### src/rtl/fx3_gpif_responder.sv
// Fx3 side of the 23-bit GPO/INTR -> GPI/ACK link.
// Captures GPO on INTR fall, answers on GPI with a low ACK pulse.
module fx3_gpif_responder #(
  parameter int RESP_DELAY  = 16,
  parameter int ACK_WIDTH   = 4,
  parameter int BOOT_CYCLES = 1000
) (
  input  logic        clk_40_mhz,
  input  logic        reset,
  input  logic        fx3_rst,
  input  logic [22:0] GPO,
  input  logic        INTR,
  output logic [22:0] GPI,
  output logic        ACK,
  output logic        Fx3_ready,
  input  logic        inject_err,
  input  logic [22:0] err_mask,
  output logic [7:0]  xfer_count,
  output logic        overrun
);

  typedef enum logic [2:0] {
    S_BOOT,
    S_IDLE,
    S_WAIT,
    S_SETUP,
    S_ACK_LO
  } state_t;

  localparam logic [15:0] BOOT_LAST = 16'(BOOT_CYCLES - 1);
  localparam logic [15:0] WAIT_LAST = 16'(RESP_DELAY - 1);
  localparam logic [15:0] ACK_LAST  = 16'(ACK_WIDTH - 1);

  state_t      state_q, state_d;
  logic [15:0] cnt_q, cnt_d;
  logic [22:0] data_q, data_d;
  logic [22:0] gpi_q, gpi_d;
  logic        ack_q, ack_d;
  logic        rdy_q, rdy_d;
  logic [7:0]  xfer_q, xfer_d;
  logic        ovr_q, ovr_d;
  logic        s1_q, s2_q, s3_q;
  logic        fall;
  logic        boot_done;
  logic        wait_done;
  logic        ack_done;
  logic        busy;

  assign fall      = !s2_q && s3_q;
  assign boot_done = (state_q == S_BOOT) && (cnt_q == BOOT_LAST);
  assign wait_done = (state_q == S_WAIT) && (cnt_q == WAIT_LAST);
  assign ack_done  = (state_q == S_ACK_LO) && (cnt_q == ACK_LAST);
  assign busy      = (state_q == S_WAIT) || (state_q == S_SETUP) ||
                     (state_q == S_ACK_LO);

  // INTR is asynchronous: two-flop synchronizer plus history flop.
  always_ff @(posedge clk_40_mhz) begin
    if (reset) begin
      s1_q <= 1'b1;
      s2_q <= 1'b1;
      s3_q <= 1'b1;
    end else begin
      s1_q <= INTR;
      s2_q <= s1_q;
      s3_q <= s2_q;
    end
  end

  // State register.
  always_ff @(posedge clk_40_mhz) begin
    if (reset) begin
      state_q <= S_BOOT;
    end else begin
      state_q <= state_d;
    end
  end

  // Next-state logic; fx3_rst forces BOOT from anywhere.
  always_comb begin
    state_d = state_q;
    if (fx3_rst) begin
      state_d = S_BOOT;
    end else begin
      unique case (state_q)
        S_BOOT:   if (boot_done) state_d = S_IDLE;
        S_IDLE:   if (fall) state_d = S_WAIT;
        S_WAIT:   if (wait_done) state_d = S_SETUP;
        S_SETUP:  state_d = S_ACK_LO;
        S_ACK_LO: if (ack_done) state_d = S_IDLE;
        default:  state_d = S_BOOT;
      endcase
    end
  end

  // Next values of the counter and the registered outputs.
  always_comb begin
    cnt_d  = cnt_q + 16'd1;
    data_d = data_q;
    gpi_d  = gpi_q;
    ack_d  = ack_q;
    rdy_d  = (state_d != S_BOOT);
    xfer_d = xfer_q;
    ovr_d  = ovr_q;
    if (fx3_rst || state_d != state_q || state_q == S_IDLE) begin
      cnt_d = 16'd0;
    end
    if (fx3_rst) begin
      gpi_d = 23'd0;
      ack_d = 1'b1;
    end else begin
      if (state_q == S_IDLE && fall) begin
        data_d = GPO ^ (inject_err ? err_mask : 23'd0);
      end
      if (busy && fall) begin
        ovr_d = 1'b1;
      end
      if (wait_done) begin
        gpi_d = data_q;
      end
      if (state_q == S_SETUP) begin
        ack_d = 1'b0;
      end
      if (ack_done) begin
        ack_d  = 1'b1;
        xfer_d = xfer_q + 8'd1;
      end
    end
  end

  // Counter, captured word and output registers.
  always_ff @(posedge clk_40_mhz) begin
    if (reset) begin
      cnt_q  <= 16'd0;
      data_q <= 23'd0;
      gpi_q  <= 23'd0;
      ack_q  <= 1'b1;
      rdy_q  <= 1'b0;
      xfer_q <= 8'd0;
      ovr_q  <= 1'b0;
    end else begin
      cnt_q  <= cnt_d;
      data_q <= data_d;
      gpi_q  <= gpi_d;
      ack_q  <= ack_d;
      rdy_q  <= rdy_d;
      xfer_q <= xfer_d;
      ovr_q  <= ovr_d;
    end
  end

  assign GPI        = gpi_q;
  assign ACK        = ack_q;
  assign Fx3_ready  = rdy_q;
  assign xfer_count = xfer_q;
  assign overrun    = ovr_q;

endmodule
### config.mk
export PLATFORM = sky130hd
export DESIGN_NAME = fx3_gpif_responder
export DESIGN_NICKNAME = d
export VERILOG_FILES = /design/src/rtl/fx3_gpif_responder.sv
export SDC_FILE = /design/constraint.sdc
export NUM_CORES = 1
export LEC_CHECK = 0
export BUFFER_PORTS_ARGS = -buffer_cell sky130_fd_sc_hd__buf_4
export CORE_MARGIN = 2
export CORE_UTILIZATION = 45
export CTS_CLUSTER_DIAMETER = 50
export DETAILED_ROUTE_END_ITERATION = 8
export PLACE_DENSITY = 0.73
export REMOVE_ABC_BUFFERS = 1
export SYNTH_ARGS = -nofsm -noshare
export SYNTH_HDL_FRONTEND = slang
export SYNTH_SLANG_ARGS = --single-unit
### constraint.sdc
create_clock -name clk_40_mhz -period 2.15 [get_ports clk_40_mhz]
set_clock_uncertainty 0.05 [all_clocks]
set_input_delay 0.215 -clock clk_40_mhz [delete_from_list [all_inputs] [get_ports clk_40_mhz]]
set_output_delay 0.215 -clock clk_40_mhz [all_outputs]
set_load 0.005 [all_outputs]
==> out/summary.txt <==
Status - finished, final reports clean
Chip Height - 93.6 microns
DR vias/cell - 5.44
Dominant synthesized flop cell - dfxtp_1
Clk Tree Root Cell - clkbuf_8
Total Wirelength - 8530 microns
Clk pin slew, worst setup/hold paths - 80 ps
Die X - 93.6 microns
Post-route DRC violation count - 0
Buffer depth of the longest clock path - 2
Post-route ant nets - 0
CP Max Fanout - 17
Post-synth EDFFs - 0
Leak pwr - 1.62 nW
Area Growth Syn to Fin - 23.3%
Die Area - 8770 sq um
Num ports - 85
Psw - 633 uW
Fraction of layout cells with a size suffix above 1 - 25.3%
Worst Hold Class - input pin to flop
Setup slack, reg-to-reg - 200 ps
Global-route wire length before repair - 14200 microns
Placed cells - 577
Worst slew pin tran - 543 ps
Setup ws final - 199 ps
Critical path type - flop to flop
Total power - 2.65 mW
Diode count - 0
Worst VDD drop - 0.332 mV
CORE AREA - 7770 sq um
Yosys warnings - 0
Ratio of final minimum period to clock period - 90.7%
CTS Hold Bufs - 1
P per Cell Area - 594 nW/um^2
Gr ovfl total - 0
Max_slew headroom - 63.8%
Worst setup SP type - flop
Endpoints failing hold - 0
Port Buffers - 84
Number of synthesized register bits - 79
CTS Buf Count - 9
Initial core utilization - 46.6%
Mapped Area - 3620 sq um
Crit path DAT - 2180 ps
Synth cell types - 49
Ys async rst share - 0%
Share of total power in combinational logic - 7.4%
FP Rows - 32
Setup crit end kind - flop
Vias - 3225
Worst skew pair latency - 350 ps
Number of H-tree levels - 3
CTS tree - yes
Pint - 2.02 mW
DP HPWL - 5810 microns
Setup TNS - 0 ps
Max Clk Rate - 513 MHz
Max-slew violation count - 0
CP max stage delay - 530 ps
Post CTS Setup Buffer Count - 0
Resized cells post-CTS - 0
RSZ-0062 raised after global routing - no
Clock power share - 36.9%
DR WL/cell - 14.4 microns
CP cell instances - ha_1 -> nor4b_4 -> nand4_4 -> or4_1 -> a21oi_1
GRT Total Usage - 20.1%
DR pass1 iterations - 4
Initial antenna violation count - 0
Final setup fails - 0
CP Data Required Time - 2380 ps
Sequential group share of total power - 55.7%
Vias in the first global route - 3020
GP Congestion - 0.820
Syn Area/Cell - 8.69 sq um
Layout Nets - 540
Largest net degree at the start of global routing - 47
Fin cells - 593
CP max-delay cell - or4_1
Place WS - 201 ps
Gate count after technology mapping - 416
Drt initial violations - 127
CTS Sinks - 79
Seq/Total Area, Yosys - 43.7%
Final min period - 1950 ps
Max_cap viols - 0
Switching Share - 23.9%
layout make-up:
cell class	instances	area, sq um
fillers	727	3310
multi-input cells	300	1850
flip-flops and latches	79	1580
repair buffers	94	721
clock buffers	10	138
well taps	102	128
clock inverters	5	35.0
inverters	3	11.3
flip-flops by register name, indices dropped and copies added (netlist names):
| register | flops |
|---|---|
| cnt_q | 16 |
| state_q | 3 |
| xfer_count | 8 |
| s3_q | 1 |
| s2_q | 1 |
| ACK | 1 |
| s1_q | 1 |
| GPI | 23 |
| overrun | 1 |
| Fx3_ready | 1 |
| data_q | 23 |
logic make-up (layout without fill, tap and decap cells):
family	after synthesis	count (layout)	synth area share, %
AOI/OAI and AO/OA	105	105	16.7
DFF	79	79	43.7
and+or+nand+nor	158	158	24.8
xor gates and xnor gates	33	33	7.99
buffers and inverters	37	112	5.43
adders and majority gates	2	2	0.692
muxes	2	2	0.623
cells in the mapped netlist, types with 3 or more instances:
cell | number | area (sq um)
nor2_1 | 29 | 109
or3_1 | 5 | 31.3
clkbuf_1 | 14 | 52.6
a21oi_1 | 42 | 210
o21ai_0 | 31 | 155
xor2_1 | 31 | 272
nand2_1 | 30 | 113
o31ai_1 | 6 | 45.0
and3_1 | 3 | 18.8
or4_1 | 6 | 45.0
dfxtp_1 | 79 | 1580
buf_4 | 5 | 37.5
nand4b_1 | 4 | 35.0
nand4_1 | 5 | 31.3
inv_1 | 3 | 11.3
nand3b_1 | 3 | 22.5
nand3_1 | 38 | 190
nor3_1 | 10 | 50.1
buf_2 | 9 | 45.0
nor4_1 | 3 | 18.8
or2_2 | 4 | 25.0
a211oi_1 | 23 | 173
layout by cell type (no fill, tap or decap), types with 5 or more instances in the layout:
| master | count |
|---|---|
| or3_1 | 5 |
| buf_4 | 92 |
| o31ai_1 | 6 |
| a211oi_1 | 23 |
| xor2_1 | 31 |
| dfxtp_1 | 79 |
| nand3_1 | 38 |
| clkbuf_8 | 10 |
| nand4_1 | 5 |
| a21oi_1 | 42 |
| or4_1 | 6 |
| o21ai_0 | 31 |
| nor3_1 | 10 |
| nand2_1 | 30 |
| nor2_1 | 29 |
power groups by stage:
stage,sequential [mW],clock (mW),combinational (mW)
global placement,1.51,0,0.193
global route,1.48,1.05,0.215
finish,1.48,0.978,0.196
detailed placement,1.51,0,0.196
CTS,1.48,0.993,0.198
floorplan,1.51,0,0.0793
stage by stage:
step / hold WS, ps / instance area (sq um) / util, %
global route: 67.1 / 4460 / 57.4
finish: 57.7 / 4460 / 57.4
floorplan: 234 / 3430 / -
detailed placement: 354 / 4280 / 55.1
CTS: 50.3 / 4460 / 57.4
global placement: 353 / 4280 / 55.1
layer usage:
layer,track usage [%],routed length [microns],part of all wire (%)
met5,0,0,0
met3,5.24,558,6.5
met1,26.5,3840,45
met4,5.56,84,0.98
met2,32.8,4040,47
worst paths after layout:
kind	from	end	depth (start not counted)
min	fx3_rst	state_q[1]	2
max reg2reg	cnt_q[0]	xfer_count[7]	5
min reg2reg	s1_q	s2_q	1
max	cnt_q[0]	xfer_count[7]	5
worst max-delay path, delay by kind of cell (launching register included):
family | cells | cell delay [ps]
simple gates | 3 | 1150
flops | 1 | 350
fa+ha+maj | 1 | 180
compound gates | 1 | 160
(Power assumes the default switching activity.)
